File: config.mk
export PLATFORM = sky130hd
export DESIGN_NAME = ps2_key_sequencer
export DESIGN_NICKNAME = d
export VERILOG_FILES = /design/src/rtl/ps2_key_sequencer.sv
export SDC_FILE = /design/constraint.sdc
export NUM_CORES = 1
export LEC_CHECK = 0
export CAP_MARGIN = 20
export CORE_ASPECT_RATIO = 0.75
export CORE_UTILIZATION = 50
export CTS_BUF_LIST = sky130_fd_sc_hd__clkbuf_16
export DETAILED_ROUTE_END_ITERATION = 6
export PLACE_DENSITY = 0.74
export SLEW_MARGIN = 30
export SYNTH_ARGS = -nofsm -noshare
export SYNTH_HDL_FRONTEND = slang
export SYNTH_SLANG_ARGS = --single-unit
File: constraint.sdc
create_clock -name CLK -period 6.41 [get_ports CLK]
set_input_delay 1.6025 -clock CLK [delete_from_list [all_inputs] [get_ports CLK]]
set_output_delay 1.6025 -clock CLK [all_outputs]
set_load 0.01 [all_outputs]
File: src/rtl/ps2_key_sequencer.sv
// ============================================================================
// Module  : ps2_key_sequencer
// Purpose : PS/2 keyboard receiver. Frames bytes off the raw lines, folds
//           F0/E0 prefixes into break/extended flags and queues key events.
//           Optional macro PS2_PARITY_CHECK_EN enables odd-parity rejection.
// Revision: 1.0 - initial release
// ============================================================================
`timescale 1ns/1ps
`default_nettype none

module ps2_key_sequencer #(
    parameter int FIFO_DEPTH     = 4,
    parameter int TIMEOUT_CYCLES = 50000
) (
    input  logic       CLK,
    input  logic       reset,
    input  logic       PS2_CLK,
    input  logic       PS2_DATA,
    output logic       evt_valid,
    input  logic       evt_ready,
    output logic [7:0] evt_code,
    output logic       evt_break,
    output logic       evt_ext,
    output logic       frame_err,
    output logic       overflow
);

    localparam int AW = $clog2(FIFO_DEPTH);
    localparam int TW = $clog2(TIMEOUT_CYCLES + 1);
    localparam logic [TW-1:0] C_TO_LAST = TW'(TIMEOUT_CYCLES - 1);
    localparam logic [AW:0]   C_DEPTH   = (AW+1)'(FIFO_DEPTH);
    localparam logic [7:0]    C_BREAK   = 8'hF0;
    localparam logic [7:0]    C_EXT     = 8'hE0;

    typedef enum logic [1:0] {
        S_IDLE   = 2'd0,
        S_SHIFT  = 2'd1,
        S_PARITY = 2'd2,
        S_STOP   = 2'd3
    } state_t;

    // [0]/[1] are the synchroniser pair, [2] holds the previous synced value
    logic [2:0]    clk_s_q;
    logic [1:0]    dat_s_q;
    logic          w_fall;
    logic          w_din;

    state_t        state_q, state_d;
    logic [7:0]    shift_q, shift_d;
    logic [2:0]    bit_q, bit_d;
    logic [TW-1:0] idle_q, idle_d;
    logic [7:0]    byte_q, byte_d;
    logic          byte_vld_q, byte_vld_d;
    logic          ferr_q, ferr_d;
    logic          w_par_ok;

    logic          brk_q, brk_d;
    logic          ext_q, ext_d;
    logic          ovf_q, ovf_d;
    logic [AW:0]   cnt_q, cnt_d;
    logic [AW-1:0] wr_q, wr_d;
    logic [AW-1:0] rd_q, rd_d;
    logic [9:0]    mem_q [FIFO_DEPTH];
    logic          w_push, w_pop, w_full, w_wr;

    assign w_fall = clk_s_q[2] & ~clk_s_q[1];
    assign w_din  = dat_s_q[1];

`ifdef PS2_PARITY_CHECK_EN
    logic par_q, par_d;
    // Odd parity: data plus parity bit must hold an odd number of ones
    assign w_par_ok = ^{shift_q, par_q};
`else
    assign w_par_ok = 1'b1;
`endif

    always_ff @(posedge CLK or posedge reset) begin
        if (reset) begin
            clk_s_q    <= 3'b111;
            dat_s_q    <= 2'b11;
            state_q    <= S_IDLE;
            shift_q    <= 8'h00;
            bit_q      <= 3'd0;
            idle_q     <= '0;
            byte_q     <= 8'h00;
            byte_vld_q <= 1'b0;
            ferr_q     <= 1'b0;
`ifdef PS2_PARITY_CHECK_EN
            par_q      <= 1'b0;
`endif
        end else begin
            clk_s_q    <= {clk_s_q[1:0], PS2_CLK};
            dat_s_q    <= {dat_s_q[0], PS2_DATA};
            state_q    <= state_d;
            shift_q    <= shift_d;
            bit_q      <= bit_d;
            idle_q     <= idle_d;
            byte_q     <= byte_d;
            byte_vld_q <= byte_vld_d;
            ferr_q     <= ferr_d;
`ifdef PS2_PARITY_CHECK_EN
            par_q      <= par_d;
`endif
        end
    end

    always_comb begin
        state_d    = state_q;
        shift_d    = shift_q;
        bit_d      = bit_q;
        byte_d     = byte_q;
        byte_vld_d = 1'b0;
        ferr_d     = 1'b0;
        idle_d     = (w_fall || state_q == S_IDLE) ? '0 : idle_q + TW'(1);
`ifdef PS2_PARITY_CHECK_EN
        par_d      = par_q;
`endif
        if (w_fall) begin
            case (state_q)
                S_IDLE: begin
                    if (!w_din) begin
                        state_d = S_SHIFT;
                        bit_d   = 3'd0;
                    end
                end
                S_SHIFT: begin
                    shift_d = {w_din, shift_q[7:1]};
                    bit_d   = bit_q + 3'd1;
                    if (bit_q == 3'd7) begin
                        state_d = S_PARITY;
                    end
                end
                S_PARITY: begin
`ifdef PS2_PARITY_CHECK_EN
                    par_d   = w_din;
`endif
                    state_d = S_STOP;
                end
                S_STOP: begin
                    state_d = S_IDLE;
                    if (w_din && w_par_ok) begin
                        byte_d     = shift_q;
                        byte_vld_d = 1'b1;
                    end else begin
                        ferr_d = 1'b1;
                    end
                end
                default: state_d = S_IDLE;
            endcase
        end else if (state_q != S_IDLE && idle_q == C_TO_LAST) begin
            state_d = S_IDLE;
            ferr_d  = 1'b1;
        end
    end

    always_ff @(posedge CLK or posedge reset) begin
        if (reset) begin
            brk_q <= 1'b0;
            ext_q <= 1'b0;
            ovf_q <= 1'b0;
            cnt_q <= '0;
            wr_q  <= '0;
            rd_q  <= '0;
        end else begin
            brk_q <= brk_d;
            ext_q <= ext_d;
            ovf_q <= ovf_d;
            cnt_q <= cnt_d;
            wr_q  <= wr_d;
            rd_q  <= rd_d;
        end
    end

    always_ff @(posedge CLK) begin
        if (w_wr) begin
            mem_q[wr_q] <= {byte_q, brk_q, ext_q};
        end
    end

    assign w_full = (cnt_q == C_DEPTH);
    assign w_pop  = evt_valid & evt_ready;
    // A full FIFO still accepts a push when the head leaves in the same cycle
    assign w_wr   = w_push & (~w_full | w_pop);

    always_comb begin
        brk_d  = brk_q;
        ext_d  = ext_q;
        w_push = 1'b0;
        if (byte_vld_q) begin
            if (byte_q == C_BREAK) begin
                brk_d = 1'b1;
            end else if (byte_q == C_EXT) begin
                ext_d = 1'b1;
            end else begin
                w_push = 1'b1;
                brk_d  = 1'b0;
                ext_d  = 1'b0;
            end
        end
        if (ferr_q) begin
            brk_d = 1'b0;
            ext_d = 1'b0;
        end
        ovf_d = w_push & w_full & ~w_pop;
        cnt_d = cnt_q + (w_wr ? (AW+1)'(1) : '0) - (w_pop ? (AW+1)'(1) : '0);
        wr_d  = w_wr  ? wr_q + AW'(1) : wr_q;
        rd_d  = w_pop ? rd_q + AW'(1) : rd_q;
    end

    assign evt_valid = (cnt_q != '0);
    assign evt_code  = evt_valid ? mem_q[rd_q][9:2] : 8'h00;
    assign evt_break = evt_valid & mem_q[rd_q][1];
    assign evt_ext   = evt_valid & mem_q[rd_q][0];
    assign frame_err = ferr_q;
    assign overflow  = ovf_q;

endmodule

`default_nettype wire

# Word level (Yosys, flattened, before mapping)

Memory sizes are Yosys's and may differ from the RTL's.
Cells that the tools add are included.

Register bits after elaboration: 54
Bits in writable memories: 40
Input port bits: 5
Word-level logic and storage cells: 91
Memories: 1

Memory list:

| memory | words | width | rd ports | clocked after Yosys merged registers in | write ports | line | RTL |
|---|---|---|---|---|---|---|---|
| mem_q  | 4     | 10    | 1        | 0                                       | 1           | 63   | `logic [9:0] mem_q [FIFO_DEPTH];` |

Add/subtract/negate cells: 6
Eq/ne operators: 13
Mux-type cells: 31
Bitwise logic cells: 11
Reductions and logical operators: 14

Operators by type and width:

| operator                                       | count |
|---|---|
| two-way mux 1 bit                              | 22 |
| adder 16 x 1 -> 16 bit (second input constant) | 1 |
| equality test 16 bit (second input constant)   | 1 |
| equality test 8 bit (second input constant)    | 2 |
| two-way mux 16 bit                             | 1 |
| != test 3 bit (second input constant)          | 3 |
| AND reduction 3 bit                            | 3 |
| two-way mux 2 bit                              | 4 |
| two-way mux 8 bit                              | 1 |
| case mux 2 bit (4 select lines)                | 1 |
| nonzero test 2 bit                             | 4 |
| bitwise AND 1 bit                              | 7 |
| equality test 3 bit (second input constant)    | 2 |
| case mux 3 bit (2 select lines)                | 1 |
| AND reduction 2 bit                            | 3 |
| adder 2 x 1 -> 2 bit (second input constant)   | 2 |
| equality test 2 bit (second input constant)    | 2 |
| != test 2 bit (second input constant)          | 2 |
| adder 3 x 1 -> 3 bit                           | 1 |
| adder 3 x 1 -> 3 bit (second input constant)   | 1 |
| two-way mux 3 bit                              | 1 |
| inverter 1 bit                                 | 3 |
| nonzero test 3 bit                             | 1 |
| subtractor 3 x 1 -> 3 bit                      | 1 |
| 5 further kinds                                | 5 |

# Logic depth before layout (Yosys ltp)

Gate-level depths: netlist of the first run.

Depth in word-level cells: 8
Gate-level depth with buffers: 11
Mapped depth without buffers: 11

# Worst setup path before layout of the first run

Ideal clock, no wire load.

Path type: in2reg
From: in evt_ready
To: reg cnt_q[2]
Setup time: 0.123 ns
Data arrival time: 3.514 ns
Required time: 6.287 ns
Setup slack: 2.773 ns
Stages on the path: 10
Buffers on the path: 0
Cell sequence: or4b_2 nor2b_4 inv_1 ha_1 inv_1 ha_1 inv_1 fa_1 xnor2_1 xnor2_1

Word-level cells in the longest chain between the ends: 6
Elaborated cells between the ends (all ways): 7
Those cells by class: add/sub (2); mux (2); bitwise (3)

RTL lines:

| element                       | line | RTL |
|---|---|---|
| start: declaration            | 20   | `input logic evt_ready,` |
| bitwise AND 1 bit (*)         | 181  | `assign w_pop = evt_valid & evt_ready;` |
| OR 1 bit                      | 183  | `assign w_wr = w_push & (~w_full \| w_pop);` |
| bitwise AND 1 bit             | 183  |  |
| two-way mux 1 bit             | 205  | `cnt_d = cnt_q + (w_wr ? (AW+1)'(1) : '0) - (w_pop ? (AW+1)'(1) : '0);` |
| adder 3 x 1 -> 3 bit          | 205  |  |
| subtractor 3 x 1 -> 3 bit (*) | 205  |  |
| via cnt_d[2]                  | 60   | `logic [AW:0] cnt_q, cnt_d;` |
| end signal: assignment        | 168  | `cnt_q <= cnt_d;` |
| end: declaration              | 60   |  |

The timed path passes the listed nets; every way through them passes the cells marked *.
A chain may end at the register's enable or synchronous reset.

# Worst setup path after layout of the first run

From: reg rd_q[0]
To: out evt_code[4]

Word-level cells in the longest chain between the ends: 2

RTL lines:

| element                  | line | RTL |
|---|---|---|
| start: declaration       | 62   | `logic [AW-1:0] rd_q, rd_d;` |
| start signal: assignment | 170  | `rd_q <= rd_d;` |
| memory read (4 x 10 bit) | n/a  |  |
| two-way mux 8 bit        | 211  | `assign evt_code = evt_valid ? mem_q[rd_q][9:2] : 8'h00;` |
| end: declaration         | 21   | `output logic [7:0] evt_code,` |

No other way between the ends.

==> results of run 1 <==
==> layer usage <==
metal	track usage	vias up	share of wire
met5	0	-	0
li1	-	1004	-
met4	0.0423	0	0.0079
met2	0.277	30	0.48
met3	0.0640	4	0.030
met1	0.214	1062	0.48
==> kinds of logic after synthesis <==
family | after synthesis | share of synthesized area
flip-flops | 94 | 0.646
AND/OR/NAND/NOR | 75 | 0.111
multiplexers | 30 | 0.113
buffers and inverters | 19 | 0.0186
AO/OA/AOI/OAI | 18 | 0.0319
XOR/XNOR | 15 | 0.0332
adder cells (fa/ha/maj) | 14 | 0.0461
==> critical path, cell delays in order (launching register included) <==
cell and delay (ns):
sky130_fd_sc_hd__dfrtp_1 0.79, sky130_fd_sc_hd__mux4_2 0.60, sky130_fd_sc_hd__and2_1 0.17, sky130_fd_sc_hd__clkdlybuf4s50_1 0.47
==> per-stage QoR <==
step           setup WS [ns]  area (sq um)  std cells   util
6_report                2.45          4540        395  0.605
5_1_grt                 2.30          4540        395  0.605
4_1_cts                 2.42          4540        395  0.605
3_5_place_dp            2.24          4250        379  0.566
3_3_place_gp            2.36          4250        379  0.566
2_1_floorplan           2.77          3960        265      -
==> final timing paths <==
path / start / endpoint / slack, ns / cells past startpoint
worst max-delay path: rd_q[0] / evt_code[4] / 2.45 / 3
worst min-delay path: dat_s_q[0] / dat_s_q[1] / 0.36 / 0
worst max register to register: cnt_q[1] / cnt_q[2] / 3.72 / 10
worst min register to register: dat_s_q[0] / dat_s_q[1] / 0.36 / 0
max in group asynchronous: reset / shift_q[7] / 4.21 / 3
min in group asynchronous: reset / rd_q[1] / 1.76 / 3
==> power by group <==
part | internal, mW | switching, mW
logic | 0.203 | 0.140
clock network | 0.300 | 0.213
registers | 0.680 | 0.0715
==> layout make-up <==
cell class | instances | area, sq um
inverter | 13 | 48.8
tap | 101 | 126
multi-input combinational | 152 | 1330
clock buffer | 9 | 225
sequential | 94 | 2560
timing repair buffer | 19 | 185
fill | 581 | 2960
clock inverter | 7 | 66.3
==> sequential cells by signal, indices dropped and copies added (netlist names), 2 cells and up <==
| signal | count |
|---|---|
| bit_q | 3 |
| byte_q | 8 |
| clk_s_q | 3 |
| cnt_q | 3 |
| dat_s_q | 2 |
| idle_q | 16 |
| mem_q | 40 |
| rd_q | 2 |
| shift_q | 8 |
| state_q | 2 |
| wr_q | 2 |
==> cells in the mapped netlist (all sizes together), types with 3 or more instances <==
library cell and count:
nand3 6, inv 13, mux4 10, nor2 15, nor3 3, dfrtp 49
and2 17, mux2 18, dfstp 5, or3 4, edfxtp 40, a21oi 5
xnor2 9, clkbuf 4, nand4 5, xor2 6, o21ai 5, nand2 10
ha 13
==> run_summary.xml, run 1 <==
<?xml version="1.0" encoding="UTF-8"?>
<metrics>
  <group name="routing">
    <metric name="drt_antenna_net_count" unit="">0</metric>
    <metric name="drc" unit="">0</metric>
    <metric name="dr_total_vias" unit="">2100</metric>
    <metric name="detailedRoute.firstIterationViolations" unit="">124</metric>
    <metric name="wl_per_cell" unit="um">15.1</metric>
    <metric name="vias_per_cell" unit="">5.32</metric>
    <metric name="totalWireLength" unit="um">5960</metric>
    <metric name="drt_first_pass_iters" unit="">4</metric>
  </group>
  <group name="placement">
    <metric name="post-dp-hpwl" unit="um">3900</metric>
    <metric name="gp_routability_congestion" unit="">0.814</metric>
    <metric name="placement.io_buffers" unit="">17</metric>
  </group>
  <group name="sta">
    <metric name="fin_crit_sh" unit="">0.618</metric>
    <metric name="hold_viol" unit="">0</metric>
    <metric name="holdWs" unit="ns">0.355</metric>
    <metric name="clock.fmax" unit="GHz">0.253</metric>
    <metric name="unrepaired_setup_endpoints_after_global_routing" unit="">false</metric>
    <metric name="setup_violations" unit="">0</metric>
    <metric name="totalNegativeSetupSlack" unit="ns">0</metric>
    <metric name="timing_worst_slew_pin_value" unit="ns">0.695</metric>
    <metric name="clock-skew-final" unit="ns">0.00543</metric>
    <metric name="post-route-min-period" unit="ns">3.96</metric>
    <metric name="slew_headroom" unit="">0.537</metric>
    <metric name="timing.final.max_slew_violations" unit="">0</metric>
  </group>
  <group name="yosys">
    <metric name="synth.top_cell.area_share" unit="">0.310</metric>
    <metric name="synth_cell_type_count" unit="">42</metric>
    <metric name="synth_top_cell_by_area" unit="">sky130_fd_sc_hd__dfrtp_1</metric>
    <metric name="syn-cell-area" unit="sq mm">0.00396</metric>
    <metric name="synth.net_count" unit="">284</metric>
    <metric name="netlist_instances" unit="">265</metric>
    <metric name="synth_sequential_area_ratio" unit="">0.646</metric>
    <metric name="synth_enable_flop_cells" unit="">40</metric>
    <metric name="postSynth.topFlopCell" unit="">sky130_fd_sc_hd__dfrtp_1</metric>
    <metric name="yosys_warnings" unit="">0</metric>
    <metric name="synth-async-reset-ratio" unit="">0.574</metric>
    <metric name="number_of_synthesized_register_bits" unit="">94</metric>
    <metric name="synthesis.area_per_instance" unit="sq um">14.9</metric>
    <metric name="synth_area_leaders" unit="">sky130_fd_sc_hd__dfrtp_1, sky130_fd_sc_hd__edfxtp_1, sky130_fd_sc_hd__mux4_2</metric>
  </group>
  <group name="power">
    <metric name="design_power_total" unit="mW">1.61</metric>
    <metric name="power.leakage" unit="nW">1.87</metric>
    <metric name="power_density" unit="mW/mm^2">354</metric>
    <metric name="ir_drop" unit="mV">0.178</metric>
  </group>
  <group name="die">
    <metric name="fp.dieArea" unit="sq mm">0.00828</metric>
    <metric name="initial_utilization" unit="">0.528</metric>
    <metric name="row_count" unit="">27</metric>
    <metric name="boundaryPins" unit="">18</metric>
    <metric name="core_region_area" unit="sq mm">0.00750</metric>
    <metric name="die_h" unit="um">79.1</metric>
    <metric name="die_width" unit="um">105</metric>
  </group>
  <group name="grt">
    <metric name="grt.overflow.total" unit="">0</metric>
    <metric name="grt_pass1_wl" unit="um">10400</metric>
    <metric name="grt_max_degree" unit="">55</metric>
    <metric name="vias_in_the_first_global_route" unit="">2107</metric>
    <metric name="antenna_found_initial" unit="">0</metric>
    <metric name="grt_util_all_layers" unit="">0.169</metric>
  </group>
  <group name="run_status">
    <metric name="run_status" unit="">completed</metric>
  </group>
  <group name="cts">
    <metric name="clkSlewWorstSetupHoldPaths" unit="ns">0.06</metric>
    <metric name="number_of_sinks_driven_by_the_clock_tree" unit="">94</metric>
    <metric name="post_cts_setup_inserts" unit="">0</metric>
    <metric name="worstSkewPairLatency" unit="ns">0.33</metric>
    <metric name="cts-resized-gates" unit="">0</metric>
    <metric name="root_buffer" unit="">sky130_fd_sc_hd__clkbuf_16</metric>
    <metric name="cts.path.max_buffers" unit="">2</metric>
    <metric name="cts_tree" unit="">done</metric>
    <metric name="cts_made_buffers" unit="">9</metric>
    <metric name="cts-htree-levels" unit="">3</metric>
    <metric name="hold_buffers" unit="">0</metric>
  </group>
  <group name="layout">
    <metric name="final_cell_mix" unit="">sky130_fd_sc_hd__dfrtp_1, sky130_fd_sc_hd__edfxtp_1, sky130_fd_sc_hd__mux2_2, sky130_fd_sc_hd__and2_1, sky130_fd_sc_hd__clkdlybuf4s50_1</metric>
    <metric name="diodes" unit="">0</metric>
    <metric name="mostFrequentLayoutCell" unit="">sky130_fd_sc_hd__dfrtp_1</metric>
    <metric name="design.final.nets" unit="">308</metric>
    <metric name="drive_above_1_share" unit="">0.187</metric>
    <metric name="syn2layout_area_growth" unit="%">14.6</metric>
  </group>
  <group name="run">
    <metric name="drv_cap" unit="">0</metric>
  </group>
  <group name="critical_path">
    <metric name="critical_path.endpoint_type" unit="">primary output</metric>
    <metric name="worst_ep_arrival_time" unit="ns">2.36</metric>
    <metric name="timing.critical_path.required" unit="ns">4.81</metric>
    <metric name="criticalPathCategory" unit="">flip-flop to primary output</metric>
    <metric name="critical_path.max_fanout" unit="">12</metric>
    <metric name="worstSetupStartpointType" unit="">flip-flop</metric>
  </group>
  <group name="min_path">
    <metric name="worst_min_delay_path_class" unit="">flip-flop to flip-flop</metric>
  </group>
</metrics>
Power figures use the tool's default switching activity.
==> run 2: changes to the inputs <==
Settings changed: PLACE_DENSITY 0.74 to 0.77.
Clock period 6.41 ns to 3.3 ns, I/O delays scaled along.
==> run 2 against run 1 <==
Worst hold slack better by 0.0014 ns. Clock power is 84% higher. Clock-buffer cell count did not move. Critical path type is now input port to flip-flop. Flip-flop and latch count did not move. Clock skew is 0.00063 ns lower. Highest routed layer unchanged. Register-to-register slack worse by 3.0 ns.
==> run_summary.xml, run 2 (same netlist as run 1, synthesis figures left out) <==
<?xml version="1.0" encoding="UTF-8"?>
<metrics>
  <group name="layout">
    <metric name="largest_register" unit="">mem_q</metric>
    <metric name="max_ffs_per_register" unit="">40</metric>
    <metric name="final_cell_mix" unit="">sky130_fd_sc_hd__dfrtp_1, sky130_fd_sc_hd__edfxtp_1, sky130_fd_sc_hd__mux2_2, sky130_fd_sc_hd__and2_1, sky130_fd_sc_hd__clkdlybuf4s50_1</metric>
    <metric name="largestRegisters" unit="">mem_q x40, idle_q x16</metric>
    <metric name="drive_above_1_share" unit="">0.202</metric>
    <metric name="filler_cell_count" unit="">582</metric>
    <metric name="mostFrequentLayoutCell" unit="">sky130_fd_sc_hd__dfrtp_1</metric>
    <metric name="syn2layout_area_growth" unit="%">14.7</metric>
    <metric name="design.final.nets" unit="">311</metric>
    <metric name="finish.utilization" unit="">0.606</metric>
    <metric name="post_layout_nonfiller_instances" unit="">398</metric>
    <metric name="finalInstanceArea" unit="sq mm">0.00454</metric>
    <metric name="diodes" unit="">0</metric>
  </group>
  <group name="cts">
    <metric name="number_of_sinks_driven_by_the_clock_tree" unit="">94</metric>
    <metric name="cts_made_buffers" unit="">9</metric>
    <metric name="worstSkewPairLatency" unit="ns">0.34</metric>
    <metric name="cts-resized-gates" unit="">0</metric>
    <metric name="hold_buffers" unit="">0</metric>
    <metric name="clkSlewWorstSetupHoldPaths" unit="ns">0.06</metric>
    <metric name="cts-htree-levels" unit="">3</metric>
    <metric name="post_cts_setup_inserts" unit="">0</metric>
    <metric name="cts_tree" unit="">done</metric>
    <metric name="root_buffer" unit="">sky130_fd_sc_hd__clkbuf_16</metric>
    <metric name="cts.path.max_buffers" unit="">2</metric>
  </group>
  <group name="power">
    <metric name="ir_drop" unit="mV">0.396</metric>
    <metric name="power_density" unit="mW/mm^2">677</metric>
    <metric name="net-switching-power" unit="uW">835</metric>
    <metric name="seq_power_share" unit="">0.463</metric>
    <metric name="power.leakage" unit="nW">1.88</metric>
    <metric name="switching_share" unit="">0.272</metric>
    <metric name="part_of_the_power_in_combinational_logic" unit="">0.230</metric>
    <metric name="power_frac_clock" unit="">0.307</metric>
    <metric name="design_power_total" unit="mW">3.07</metric>
    <metric name="internal-power" unit="mW">2.24</metric>
  </group>
  <group name="die">
    <metric name="core_region_area" unit="sq mm">0.00750</metric>
    <metric name="fp.dieArea" unit="sq mm">0.00828</metric>
    <metric name="die_h" unit="um">79.1</metric>
    <metric name="initial_utilization" unit="">0.528</metric>
    <metric name="row_count" unit="">27</metric>
    <metric name="die_width" unit="um">105</metric>
    <metric name="boundaryPins" unit="">18</metric>
  </group>
  <group name="placement">
    <metric name="placed_cell_area" unit="sq mm">0.00427</metric>
    <metric name="placement.io_buffers" unit="">17</metric>
    <metric name="post-place-ws" unit="ns">-0.0220</metric>
    <metric name="placed_cells" unit="">382</metric>
    <metric name="post-dp-hpwl" unit="um">4370</metric>
    <metric name="gp_routability_congestion" unit="">0.782</metric>
  </group>
  <group name="sta">
    <metric name="setup_violations" unit="">0</metric>
    <metric name="hold_viol" unit="">0</metric>
    <metric name="clock.fmax" unit="GHz">0.336</metric>
    <metric name="slew_headroom" unit="">0.523</metric>
    <metric name="post-route-min-period" unit="ns">2.98</metric>
    <metric name="fin_crit_sh" unit="">0.902</metric>
    <metric name="post-route-worst-setup-slack" unit="ns">0.325</metric>
    <metric name="timing_worst_slew_pin_value" unit="ns">0.715</metric>
    <metric name="clock-skew-final" unit="ns">0.00480</metric>
    <metric name="holdWs" unit="ns">0.357</metric>
    <metric name="timing.final.max_slew_violations" unit="">0</metric>
    <metric name="unrepaired_setup_endpoints_after_global_routing" unit="">false</metric>
    <metric name="totalNegativeSetupSlack" unit="ns">0</metric>
  </group>
  <group name="critical_path">
    <metric name="critical_path.max_fanout" unit="">2</metric>
    <metric name="reg2reg_slack" unit="ns">0.72</metric>
    <metric name="worstSetupStartpointType" unit="">input port</metric>
    <metric name="worst_ep_arrival_time" unit="ns">3.24</metric>
    <metric name="timing.critical_path.required" unit="ns">3.56</metric>
    <metric name="criticalPathCategory" unit="">input port to flip-flop</metric>
    <metric name="critical_path.endpoint_type" unit="">flip-flop</metric>
  </group>
  <group name="routing">
    <metric name="totalWireLength" unit="um">6340</metric>
    <metric name="wl_per_cell" unit="um">15.9</metric>
    <metric name="drt_antenna_net_count" unit="">0</metric>
    <metric name="vias_per_cell" unit="">5.41</metric>
    <metric name="dr_total_vias" unit="">2154</metric>
    <metric name="drc" unit="">0</metric>
    <metric name="detailedRoute.firstIterationViolations" unit="">107</metric>
    <metric name="drt_first_pass_iters" unit="">4</metric>
  </group>
  <group name="grt">
    <metric name="grt.overflow.total" unit="">0</metric>
    <metric name="grt_max_degree" unit="">36</metric>
    <metric name="grt_util_all_layers" unit="">0.178</metric>
    <metric name="antenna_found_initial" unit="">0</metric>
    <metric name="grt_pass1_wl" unit="um">11000</metric>
    <metric name="vias_in_the_first_global_route" unit="">2269</metric>
  </group>
  <group name="run">
    <metric name="drv_cap" unit="">0</metric>
  </group>
  <group name="run_status">
    <metric name="run_status" unit="">completed</metric>
  </group>
  <group name="min_path">
    <metric name="worst_min_delay_path_class" unit="">flip-flop to flip-flop</metric>
  </group>
</metrics>
## run 2: cell count changes in the layout (fill, tap and decap cells not counted)
cell	before	now
sky130_fd_sc_hd__clkinvlp_4	1	0
sky130_fd_sc_hd__clkinv_2	0	2
sky130_fd_sc_hd__bufinv_16	1	0
sky130_fd_sc_hd__clkinv_4	1	2
sky130_fd_sc_hd__buf_4	2	5
sky130_fd_sc_hd__inv_1	14	12
sky130_fd_sc_hd__inv_6	1	2
## run 2: area by class of cell
| class | count | area (sq um) | area share |
|---|---|---|---|
| Clock buffer | 9 | 225 | 0.0496 |
| Clock inverter | 7 | 48.8 | 0.0107 |
| Inverter | 13 | 48.8 | 0.0107 |
| Multi-Input combinational cell | 152 | 1330 | 0.292 |
| Sequential cell | 94 | 2560 | 0.563 |
| Tap cell | 101 | 126 | 0.0278 |
| Timing Repair Buffer | 22 | 208 | 0.0457 |
## run 2: worst max-delay path, stage by stage
cell	delay, ns
sky130_fd_sc_hd__clkdlybuf4s50_1	0.41
sky130_fd_sc_hd__or4b_2	0.64
sky130_fd_sc_hd__nor2b_4	0.16
sky130_fd_sc_hd__inv_1	0.05
sky130_fd_sc_hd__ha_1	0.22
sky130_fd_sc_hd__inv_1	0.05
sky130_fd_sc_hd__ha_1	0.13
sky130_fd_sc_hd__inv_1	0.05
sky130_fd_sc_hd__fa_1	0.37
sky130_fd_sc_hd__xnor2_1	0.19
sky130_fd_sc_hd__xnor2_1	0.14
## run 2: path summary, 6_finish.rpt
| check | from | depth (start not counted) | end |
|---|---|---|---|
| hold / removal | dat_s_q[0] | 0 | dat_s_q[1] |
| setup / recovery | evt_ready | 11 | cnt_q[2] |
| max in group asynchronous | reset | 3 | byte_vld_q |
| min in group asynchronous | reset | 2 | rd_q[1] |
| hold reg to reg | dat_s_q[0] | 0 | dat_s_q[1] |
| setup reg to reg | cnt_q[1] | 10 | cnt_q[2] |
## run 2: power by group through the flow
stage          sequential (mW)  combinational (mW)  clock [mW]
4_1_cts                   1.43               0.720       0.964
5_1_grt                   1.44               0.790        1.00
6_report                  1.42               0.707       0.942
3_3_place_gp              1.44               0.695           0
3_5_place_dp              1.45               0.719           0
2_1_floorplan             1.40               0.503           0
## run 2: routing by layer
metal / part of all wire / up-vias / global-route usage / routed length [um]
met5: 0 / - / 0 / 0
met2: 0.48 / 46 / 0.286 / 3040
met4: 0.018 / 0 / 0.0606 / 114
met3: 0.036 / 13 / 0.0542 / 228
li1: - / 1012 / - / -
met1: 0.47 / 1083 / 0.234 / 2960
